File: config.mk
export PLATFORM = sky130hd
export DESIGN_NAME = eth_tx_scheduler
export DESIGN_NICKNAME = d
export VERILOG_FILES = /design/src/rtl/eth_tx_scheduler.sv
export SDC_FILE = /design/constraint.sdc
export NUM_CORES = 1
export LEC_CHECK = 0
export BUFFER_PORTS_ARGS = -buffer_cell sky130_fd_sc_hd__buf_2
export CAP_MARGIN = 40
export CORE_AREA = 5 5 94 96
export CTS_CLUSTER_DIAMETER = 200
export CTS_CLUSTER_SIZE = 40
export DETAILED_ROUTE_END_ITERATION = 8
export DIE_AREA = 0 0 99 101
export GPL_ROUTABILITY_DRIVEN = 0
export SYNTH_ARGS = -nofsm -noshare
export SYNTH_HDL_FRONTEND = slang
export SYNTH_SLANG_ARGS = --single-unit
File: constraint.sdc
create_clock -name aclk -period 2.99 [get_ports aclk]
set_clock_uncertainty 0.1 [all_clocks]
set_input_delay 0.598 -clock aclk [delete_from_list [all_inputs] [get_ports aclk]]
set_output_delay 0.598 -clock aclk [all_outputs]
set_load 0.005 [all_outputs]
File: src/rtl/eth_tx_scheduler.sv
// eth_tx_scheduler
//   Transmit-side frame sequencer and round-robin arbiter for the Ethernet TX
//   byte lane. Each frame is sent as preamble, SFD, the granted source's payload,
//   zero padding up to MIN_PAYLOAD, four FCS bytes, then an inter-frame gap.
//
// Ports:
//   aclk, aresetn           clock, asynchronous active-low reset
//   arp_req/data/last       ARP frame builder byte source
//   udp_req/data/last       UDP frame builder byte source
//   fcs_data, fcs_tx_done   FCS generator byte and its 4th-byte strobe
//   arp_grant, udp_grant    consume one byte from the source this cycle
//   preamble_sfd_tx_done    pulse during the SFD cycle (FCS start)
//   arp/udp_data_done       pulse on the final payload/pad byte of a frame
//   fcs_data_in             payload/pad bytes fed to the FCS generator, else 0
//   tx_data, tx_en          byte lane to the MAC
//   err_fcs_timeout         pulse when fcs_tx_done never arrives
//   err_oversize            pulse when a frame is truncated at MAX_PAYLOAD
module eth_tx_scheduler #(
    parameter int unsigned PREAMBLE_LEN = 7,
    parameter int unsigned MIN_PAYLOAD  = 60,
    parameter int unsigned MAX_PAYLOAD  = 1514,
    parameter int unsigned IFG_LEN      = 12,
    parameter int unsigned FCS_TIMEOUT  = 8
) (
    input  logic       aclk,
    input  logic       aresetn,
    input  logic       arp_req,
    input  logic [7:0] arp_data,
    input  logic       arp_last,
    input  logic       udp_req,
    input  logic [7:0] udp_data,
    input  logic       udp_last,
    input  logic [7:0] fcs_data,
    input  logic       fcs_tx_done,
    output logic       arp_grant,
    output logic       udp_grant,
    output logic       preamble_sfd_tx_done,
    output logic       arp_data_done,
    output logic       udp_data_done,
    output logic [7:0] fcs_data_in,
    output logic [7:0] tx_data,
    output logic       tx_en,
    output logic       err_fcs_timeout,
    output logic       err_oversize
);

    typedef enum logic [2:0] {IDLE, PREAMBLE, SFD, PAYLOAD, PAD, FCS, IFG} state_e;

    localparam logic [3:0]  PRE_CNT = 4'(PREAMBLE_LEN);
    localparam logic [3:0]  IFG_CNT = 4'(IFG_LEN);
    localparam logic [3:0]  TO_CNT  = 4'(FCS_TIMEOUT);
    localparam logic [10:0] MIN_CNT = 11'(MIN_PAYLOAD);
    localparam logic [10:0] MAX_CNT = 11'(MAX_PAYLOAD);

    state_e      state, state_nxt;
    logic        sel, sel_nxt;          // 0 = ARP, 1 = UDP
    logic        rr_prio, rr_prio_nxt;  // source that wins the next tie
    logic [10:0] byte_cnt, byte_cnt_nxt;
    logic [3:0]  gen_cnt, gen_cnt_nxt;

    logic [10:0] cnt_inc;
    logic [3:0]  gen_inc;
    logic [7:0]  src_data;
    logic        src_last;
    logic        data_done;

    always_ff @(posedge aclk or negedge aresetn) begin
        if (!aresetn) begin
            state    <= IDLE;
            sel      <= 1'b0;
            rr_prio  <= 1'b0;
            byte_cnt <= '0;
            gen_cnt  <= '0;
        end else begin
            state    <= state_nxt;
            sel      <= sel_nxt;
            rr_prio  <= rr_prio_nxt;
            byte_cnt <= byte_cnt_nxt;
            gen_cnt  <= gen_cnt_nxt;
        end
    end

    always_comb begin
        state_nxt            = state;
        sel_nxt              = sel;
        rr_prio_nxt          = rr_prio;
        byte_cnt_nxt         = byte_cnt;
        gen_cnt_nxt          = gen_cnt;
        cnt_inc              = byte_cnt + 11'd1;
        gen_inc              = gen_cnt + 4'd1;
        src_data             = sel ? udp_data : arp_data;
        src_last             = sel ? udp_last : arp_last;
        data_done            = 1'b0;
        arp_grant            = 1'b0;
        udp_grant            = 1'b0;
        preamble_sfd_tx_done = 1'b0;
        fcs_data_in          = '0;
        tx_data              = '0;
        tx_en                = 1'b0;
        err_fcs_timeout      = 1'b0;
        err_oversize         = 1'b0;

        unique case (state)
            IDLE: begin
                gen_cnt_nxt = '0;
                if (arp_req || udp_req) begin
                    // Ties go to rr_prio, which then flips; a lone requester
                    // is served without disturbing the tie-break order.
                    if (arp_req && udp_req) begin
                        sel_nxt     = rr_prio;
                        rr_prio_nxt = ~rr_prio;
                    end else begin
                        sel_nxt = udp_req;
                    end
                    state_nxt = PREAMBLE;
                end
            end
            PREAMBLE: begin
                tx_en       = 1'b1;
                tx_data     = 8'h55;
                gen_cnt_nxt = gen_inc;
                if (gen_inc == PRE_CNT) begin
                    gen_cnt_nxt = '0;
                    state_nxt   = SFD;
                end
            end
            SFD: begin
                tx_en                = 1'b1;
                tx_data              = 8'hD5;
                preamble_sfd_tx_done = 1'b1;
                byte_cnt_nxt         = '0;
                state_nxt            = PAYLOAD;
            end
            PAYLOAD: begin
                tx_en        = 1'b1;
                tx_data      = src_data;
                fcs_data_in  = src_data;
                arp_grant    = ~sel;
                udp_grant    = sel;
                byte_cnt_nxt = cnt_inc;
                gen_cnt_nxt  = '0;
                // last wins over the size limit so a frame ending exactly at
                // MAX_PAYLOAD is a normal end rather than a truncation.
                if (src_last) begin
                    if (cnt_inc >= MIN_CNT) begin
                        data_done = 1'b1;
                        state_nxt = FCS;
                    end else begin
                        state_nxt = PAD;
                    end
                end else if (cnt_inc == MAX_CNT) begin
                    data_done    = 1'b1;
                    err_oversize = 1'b1;
                    state_nxt    = FCS;
                end
            end
            PAD: begin
                tx_en        = 1'b1;
                byte_cnt_nxt = cnt_inc;
                gen_cnt_nxt  = '0;
                if (cnt_inc >= MIN_CNT) begin
                    data_done = 1'b1;
                    state_nxt = FCS;
                end
            end
            FCS: begin
                tx_en       = 1'b1;
                tx_data     = fcs_data;
                gen_cnt_nxt = gen_inc;
                if (fcs_tx_done) begin
                    gen_cnt_nxt = '0;
                    state_nxt   = IFG;
                end else if (gen_inc == TO_CNT) begin
                    err_fcs_timeout = 1'b1;
                    gen_cnt_nxt     = '0;
                    state_nxt       = IFG;
                end
            end
            IFG: begin
                gen_cnt_nxt = gen_inc;
                if (gen_inc == IFG_CNT) begin
                    gen_cnt_nxt = '0;
                    state_nxt   = IDLE;
                end
            end
            default: state_nxt = IDLE;
        endcase

        arp_data_done = data_done & ~sel;
        udp_data_done = data_done & sel;
    end

endmodule

# Yosys cells after proc, flatten, opt, wreduce, memory -nomap -nowiden
# Cells that the tools add are included.
[word_totals]
ff_bits = 20
word_cells = 73
input_bits = 31
out_inout_bits = 24
[classes]
muxes = 34
bitwise = 4
n_eq_ne = 16
n_reduce_logical = 11
addsub = 2
magnitude_cmp = 1
[ops]
columns = ["cell", "n"]
rows = [
  ["case mux 8 bit (4 select lines)", 1],
  ["two-way mux 3 bit", 8],
  ["case mux 11 bit (2 select lines)", 1],
  ["case mux 3 bit (7 select lines)", 1],
  ["two-way mux 4 bit", 4],
  ["two-way mux 8 bit", 2],
  ["case mux 4 bit (4 select lines)", 1],
  ["two-way mux 1 bit", 15],
  ["adder 11 x 1 -> 11 bit, second input constant", 1],
  ["equality test 11 bit, second input constant", 1],
  [">= comparator 11 x 6 -> 1 bit, second input constant", 1],
  ["equality test 3 bit, second input constant", 3],
  ["equality test 4 bit, second input constant", 2],
  ["inequality test 2 bit, second input constant", 4],
  ["equality test 3 x 2 -> 1 bit, second input constant", 2],
  ["inequality test 3 bit, second input constant", 2],
  ["AND reduction 6 bit", 1],
  ["OR reduction 5 bit", 1],
  ["adder 4 x 1 -> 4 bit, second input constant", 1],
  ["equality test 4 x 3 -> 1 bit, second input constant", 1],
  ["nonzero test 4 bit", 1],
  ["equality test 3 x 1 -> 1 bit, second input constant", 1],
  ["logical NOT 3 bit", 1],
  ["AND reduction 3 bit", 1],
  ["other kinds (9)", 11],
]

# Depth between registers and ports, before layout
# Gate-level depths: netlist (run 1).
[depth]
ltp_word = 6
mapped_depth = 8
mapped_depth_nobuf = 7

# Least setup slack after synthesis (run 1)
# OpenSTA, ideal clock, no wires.
[synth_path]
path_type = "register -> output"
start = "register byte_cnt[1]"
end = "output udp_data_done"
path_stages_with_launch = 9
t_required_ns = 2.292
arrival_time_ns = 1.907
setup_slack_ns = 0.385
path_buffers = 1
path_cell_list = "dfrtp_1 > ha_1 > buf_2 > xor2_1 > and3_1 > a211oi_1 > nand3_1 > a311oi_1 > nor2b_1"
[synth_via]
elab_chain_len = 6
[synth_rtl]
columns = ["element", "line_no", "rtl"]
rows = [
  ["start: declaration", "58", "logic [10:0] byte_cnt, byte_cnt_nxt;"],
  ["start signal: assignment", "78", "byte_cnt <= byte_cnt_nxt;"],
  ["adder 11 x 1 -> 11 bit *", "89", "cnt_inc = byte_cnt + 11'd1;"],
  [">= comparator 11 x 6 -> 1 bit or equality test 11 bit (tied branches)", "145, 161, 151", ""],
  ["two-way mux 1 bit, on equally long branches", "145, 161, 151", ""],
  ["two-way mux 1 bit", "144", "if (src_last) begin"],
  ["case mux 1 bit (2 select lines) *", "103", "unique case (state)"],
  ["bitwise AND 1 bit *", "190", "udp_data_done = data_done & sel;"],
  ["end: declaration", "39", "output logic udp_data_done,"],
]
# Mark *: on every way between the ends. The rest lies on a longest branch, timed or not.

# Final worst setup path (run 1)
[layout_path]
start = "register byte_cnt[7]"
end = "output udp_data_done"
# Same word-level chain as after synthesis.

==> results of run 1 <==
## worst paths after layout
kind                            endpoint  cells past startpoint
min in group aclk                rr_prio                      1
min reg2reg                      rr_prio                      1
max in group asynchronous    byte_cnt[6]                      1
max                        udp_data_done                      7
min                           gen_cnt[3]                      1
max reg2reg                     state[2]                      9
## metrics by stage
| step | worst slack [ns] | std cells | total power, mW |
|---|---|---|---|
| finish | 0.1119 | 426 | 1.995 |
| floorplan | 0.3851 | 271 | 1.273 |
| global route | -0.01850 | 426 | 2.169 |
| CTS | 0.04603 | 425 | 1.985 |
| global placement | 0.2626 | 420 | 1.679 |
| detailed placement | 0.2045 | 420 | 1.692 |
## flip-flops by register name, summed over array words and instances (netlist names)
name / flops
byte_cnt: 11
gen_cnt: 4
rr_prio: 1
sel: 1
state: 3
## metal layers
layer / global-route usage [%] / share of wire, % / vias to the layer above
met3: 1.799 / 4.3 / 6
met2: 20.92 / 49 / 67
met4: 1.891 / 0.60 / 0
li1: - / - / 1120
met1: 16.79 / 46 / 1071
met5: 0 / 0 / -
## cells in the final DEF (no fill, tap or decap), drive strengths merged, types with 2 or more instances in the layout
| master | n |
|---|---|
| a21o | 2 |
| a211oi | 2 |
| a31oi | 8 |
| o221ai | 3 |
| and3b | 2 |
| a21oi | 21 |
| nor2 | 23 |
| nor4 | 4 |
| nand2 | 24 |
| inv | 8 |
| nand2b | 2 |
| nor3 | 16 |
| a22oi | 6 |
| a311oi | 3 |
| o211ai | 12 |
| a22o | 4 |
| clkbuf | 3 |
| nand3 | 11 |
| mux2 | 2 |
| a31o | 3 |
| nand4 | 3 |
| dfrtp | 20 |
| a21boi | 2 |
| xnor2 | 5 |
| nor2b | 2 |
| buf | 72 |
| and3 | 3 |
| o2111ai | 3 |
| o21ai | 20 |
| and2 | 4 |
| o21a | 2 |
| mux2i | 9 |
| ha | 4 |
## worst max-delay path, cell delays in order (launching register included)
cell      delay (ns)
dfrtp_1         0.54
nand4_1         0.24
nor3_4          0.23
xnor2_1         0.21
a31oi_1         0.15
a311oi_2        0.31
nor2b_1         0.08
buf_2           0.13
## cells by family after synthesis
| family | after synthesis |
|---|---|
| AOI/OAI and AO/OA | 97 |
| xor gates and xnor gates | 6 |
| adders and majority gates | 4 |
| buffers and inverters | 34 |
| DFF | 20 |
| muxes | 11 |
| and+or+nand+nor | 99 |
## power breakdown
group / switching [mW] / internal [mW]
combinational: 0.728 / 0.520
sequential: 0.117 / 0.344
clock: 0.107 / 0.179
## repair_timing
action / CTS / global route
setup buffers: 1 / 1
pin swaps: 2 / 4
endpoints found under the setup margin: 2 / 2
gates cloned: 0 / 0
gates resized for setup: 4 / 8
hold buffers: 0 / 0
## layout make-up
type / instances / area [µm²] / area share [%]
clock buffer: 3 / 41.29 / 1.590
clock inverter: 1 / 30.03 / 1.156
inverter: 8 / 30.03 / 1.156
multi-input combinational: 217 / 1454 / 55.97
sequential: 20 / 505.5 / 19.46
tap: 105 / 131.4 / 5.058
timing repair buffer: 72 / 405.4 / 15.61
==> results by group, run 1 <==
Timing
  • Slew Limit Headroom: between 60% and 70%
  • Minimum clock period: between 2 and 3 ns
  • Tcrit/Tclk final: between 90% and 100%
  • WHS: ~0.18 ns
  • Setup Viol. Count Final: 0
  • TNS Setup: 0 ns
  • Final hold vios: 0
  • Maximum clock rate: about 0.35 GHz
  • Tightest Pin Transition: slightly above 0.5 ns
  • Slew Viols, Final: 0

Worst setup path
  • CP Launch Type: register
  • CP startpoint: byte_cnt[7]
  • CP arrival: between 2 and 2.5 ns
  • Crit path max fanout: 8
  • WP data required: around 2.3 ns
  • CP endpoint kind: primary output
  • Worst r2r src: byte_cnt[0]
  • Flop2flop setup slack: 0.61 ns
  • Crit path kind: reg2out

Global route
  • Largest net degree at the start of global routing: 21
  • First-pass GRT wire length: slightly above 10000 µm
  • Initial antenna violation count: 0
  • Vias in the first global route: 2100
  • Gr usage total: between 10% and 20%
  • Grt total ovfl: 0

Clock tree
  • CTS Buffer Depth: 2
  • Clk slew on worst S/H paths: 0.09 ns
  • Clock Tree Root: clkbuf_8
  • CTS tree: yes
  • Num CTS Buffers: 3
  • Clock Latency Late Sink: about 0.27 ns
  • Clock sinks: 20
  • H-tree depth: 1

Logic synthesis
  • Mux cell area share after synthesis: approximately 5.7%
  • Seq/Total Area, Yosys: between 20% and 30%
  • XOR/XNOR Fraction of Synth Area: ~2.6%
  • Mapped Area: 0.002058 mm²
  • Ys async rst share: 100.0%
  • Synth Net Count: roughly 300
  • Compound-gate portion of the synthesized area: roughly a third
  • Synth warnings: 0
  • Yosys reg bits: 20
  • Simple-gate area share of the yosys netlist: roughly 26%
  • Syn Inst Count: around 270
  • Cell taking the most area after synthesis: dfrtp_1
  • Share of the synthesized area in the top cell type: 24.32%
  • Post-synth EDFFs: 0
  • Adder-Cell Fraction of Synth Area: under 10%
  • Synth top area cells: dfrtp_1 (24%), a21oi_1 (5.1%), o21ai_0 (4.9%), mux2i_1 (4.4%), nand2_1 (4.4%)
  • Mean Syn Cell Area: about 7.6 µm²
  • Largest family of logic cells by synthesized area: compound AO/OA/AOI/OAI gates
  • Top cells by count, synth: nand2_1 (24), nor2_1 (23), a21oi_1 (21), dfrtp_1 (20), o21ai_0 (20)
  • Most common cell in the netlist: nand2_1
  • Unique masters post-synth: 56
  • Top_reg_cell synth: dfrtp_1

Cells and area
  • Fraction of layout cells with a size suffix above 1: a little under a third
  • Number of fill cells: around 830
  • Diodes inserted: 0
  • Final core utilization: between 30% and 40%
  • Layout Nets: 357
  • Final instance area: between 0.002 and 0.003 mm²
  • Area Growth Syn to Fin: 26.20%

Drt
  • Vias/cell: 5.315
  • DRC: 0
  • Iteration count of the initial detailed-routing pass: 4
  • Avg WL per Cell: around 15 µm
  • DR iter-0 viols: roughly 190
  • Post-route ant nets: 0
  • Routed vias: 2264
  • Post-Route WL: roughly 6300 µm

Floorplanning
  • Core ar.: 0.007969 mm²
  • Chip height: a little over 100 µm
  • Die X: 99 µm
  • FP Rows: 33
  • Initial Util: 25.83%
  • Die Footprint: about 0.010 mm²
  • I/O pins: 55

Power
  • Worst vdd ir: about 450 µV
  • Leak: between 1 and 1.5 nW
  • Power density cells: approximately 770 mW/mm²

Run status
  • Status: finished, final reports clean

Placed design
  • Placed Area: between 0.002 and 0.0025 mm²
  • Detailed Place HPWL: approximately 4600 µm
  • IO Port Bufs: 54

Job
  • Max-cap viol count: 0

Hold path
  • Min-delay worst type: in2async
No activity file was read; power rests on OpenSTA's default activity.
==> inputs of run 2 (changes only) <==
--- a/constraint.sdc
+++ b/constraint.sdc
@@ -3,3 +3,3 @@
 set_input_delay 0.598 -clock aclk [delete_from_list [all_inputs] [get_ports aclk]]
 set_output_delay 0.598 -clock aclk [all_outputs]
-set_load 0.005 [all_outputs]
+set_load 0.01 [all_outputs]
==> results by group, run 2 (synthesis gave the netlist of run 1 again) <==
Floorplanning
  • FP Rows: 33 (unchanged)
  • Initial Util: 25.83% (unchanged)
  • Chip height: 101 µm (unchanged)
  • I/O pins: 55 (unchanged)
  • Core ar.: 0.007969 mm² (unchanged)
  • Die X: 99 µm (unchanged)
  • Die Footprint: 0.009999 mm² (unchanged)

Global route
  • Largest net degree at the start of global routing: 36 (+71%)
  • Gr usage total: 11.83% (-0.46 points)
  • Grt total ovfl: 0 (unchanged)
  • First-pass GRT wire length: 9929 µm (-2.8%)
  • Vias in the first global route: 2107 (+0.33%)
  • Initial antenna violation count: 0 (unchanged)

Timing
  • Setup Viol. Count Final: 0 (unchanged)
  • Tcrit/Tclk final: 96.88% (+0.63 points)
  • Maximum clock rate: 0.3452 GHz (-0.65%)
  • Final hold vios: 0 (unchanged)
  • Slew Limit Headroom: 65.81% (-0.60 points)
  • Tightest Pin Transition: 0.5128 ns (+0.008929 ns)
  • Slew Viols, Final: 0 (unchanged)
  • Minimum clock period: 2.897 ns (+0.01871 ns)

Clock tree
  • CTS Buffer Depth: 2 (unchanged)
  • Clock sinks: 20 (unchanged)
  • Clock Latency Late Sink: 0.27 ns (about the same)
  • H-tree depth: 1 (unchanged)
  • Clock Tree Root: clkbuf_8
  • Num CTS Buffers: 3 (unchanged)
  • Clk slew on worst S/H paths: 0.08 ns (about the same)
  • CTS tree: yes

Cells and area
  • Regs by FF count: byte_cnt x11, gen_cnt x4, state x3
  • Largest reg by FF count: byte_cnt
  • Final core utilization: 32.66% (+0.063 points)
  • Largest register FFs: 11 (unchanged)
  • Layout Nets: 357 (unchanged)
  • Count of non-filler cells in the finished layout: 426 (unchanged)
  • Most frequent cells in the layout: buf_2 (54), nand2_1 (24), nor2_1 (23), a21oi_1 (21), o21ai_0 (20)
  • Area Growth Syn to Fin: 26.44%
  • Fraction of layout cells with a size suffix above 1: 30.84% (-0.31 points)
  • Diodes inserted: 0 (unchanged)
  • Final instance area: 0.002603 mm² (+0.19%)
  • Most common cell after layout, fill and taps aside: buf_2

Hold path
  • Min-delay worst type: in2async

Power
  • Net Sw Power: 997.6 µW (+4.8%)
  • Switching share of power: 48.95% (+1.2 points)
  • Cell Int Power: 1.041 mW (-0.23%)
  • Total chip power: 2.038 mW (+2.1%)
  • Share of power burned in registers: 21.4% (-1.7 points)
  • Clock Power Share: 13.7% (-0.6 points)
  • Leak: 1.164 nW (+0.20%)
  • Worst vdd ir: 444.2 µV (-0.79%)
  • Comb pwr share: 64.8% (+2.2 points)
  • Power density cells: 783.2 mW/mm² (+2.0%)

Worst setup path
  • CP arrival: 2.20 ns (+0.02 ns)
  • CP endpoint kind: primary output
  • Crit path max fanout: 8 (unchanged)
  • WP data required: 2.29 ns (about the same)
  • CP Launch Type: register
  • Crit path kind: reg2out

Placed design
  • IO Port Bufs: 54 (unchanged)
  • Detailed Place HPWL: 4549 µm (-1.7%)
  • Placed cell count: 418 (-0.48%)
  • Placed Area: 0.002444 mm² (-0.61%)

Run status
  • Status: finished, final reports clean

Drt
  • Avg WL per Cell: 14.69 µm (-1.4%)
  • Iteration count of the initial detailed-routing pass: 5 (+1)
  • Post-Route WL: 6260 µm (-1.4%)
  • DRC: 0 (unchanged)
  • Post-route ant nets: 0 (unchanged)
  • Routed vias: 2253 (-0.49%)
  • Vias/cell: 5.289 (-0.49%)
  • DR iter-0 viols: 116 (-39%)

Job
  • Max-cap viol count: 0 (unchanged)
[run 2: cell types whose count changed in the layout (fill, tap and decap cells not counted)]
cell and delta:
a211oi_2 +1, a211oi_4 -1, ha_2 -1, ha_4 +1, nor4_2 -1, nor4_4 +1, o22ai_1 +1, o22ai_2 -1
[run 2: worst paths after layout]
check / from / endpoint / slack (ns) / cells past startpoint
hold reg to reg: rr_prio / rr_prio / 0.38 / 1
max in group asynchronous: aresetn / byte_cnt[5] / 2.22 / 1
hold / removal: aresetn / gen_cnt[3] / 0.19 / 1
min in group aclk: rr_prio / rr_prio / 0.38 / 1
setup / recovery: byte_cnt[0] / udp_data_done / 0.09 / 8
setup reg to reg: byte_cnt[3] / state[2] / 0.53 / 8
[run 2: power groups by stage]
stage	registers (mW)	logic (mW)	clock network (mW)
3_3_place_gp	0.426	1.29	0
5_1_grt	0.451	1.46	0.298
3_5_place_dp	0.429	1.29	0
6_report	0.437	1.32	0.279
2_1_floorplan	0.397	0.921	0
4_1_cts	0.426	1.31	0.287
[run 2: cell type report]
type                    count  area (µm²)
fillers                   832        5366
multi-input cells         217        1459
flip-flops and latches     20       505.5
repair buffers             72       405.4
well taps                 105       131.4
clock buffers               3       41.29
clock inverters             1       30.03
inverters                   8       30.03
[run 2: metal layers]
metal  global-route usage [%]  part of all wire (%)
met1                    15.95                    45
met2                    20.04                    50
met3                    2.145                   4.1
met4                    1.891                  0.88
met5                        0                     0
[run 2: what timing repair did]
| item | 4_1_cts | 5_1_grt |
|---|---|---|
| gates resized for setup | 3 | 9 |
| pin swaps | 1 | 4 |
| endpoints found under the setup margin | 2 | 3 |
| buffers inserted | 1 | 3 |
| endpoints found under the hold margin | 0 | 0 |
| hold buffers | 0 | 0 |
[run 2: metrics by stage]
stage                     setup TNS (ns)  hold slack [ns]  setup slack, ns
after global placement                 0           0.3620           0.1773
after detailed placement               0           0.3666           0.1666
after CTS                              0           0.1954          0.04314
after global routing            -0.02760           0.2165         -0.02383
after floorplan                        0           0.2024           0.2319
final                                  0           0.1882          0.09321
[run 2: critical path, cell delays in order (launching register included)]
cell and delay, ns:
dfrtp_1 0.42, ha_4 0.20, and4_4 0.20, and3b_1 0.20
a311oi_2 0.33, nor4_4 0.09, a311oi_2 0.28, nor2b_1 0.08
buf_2 0.14
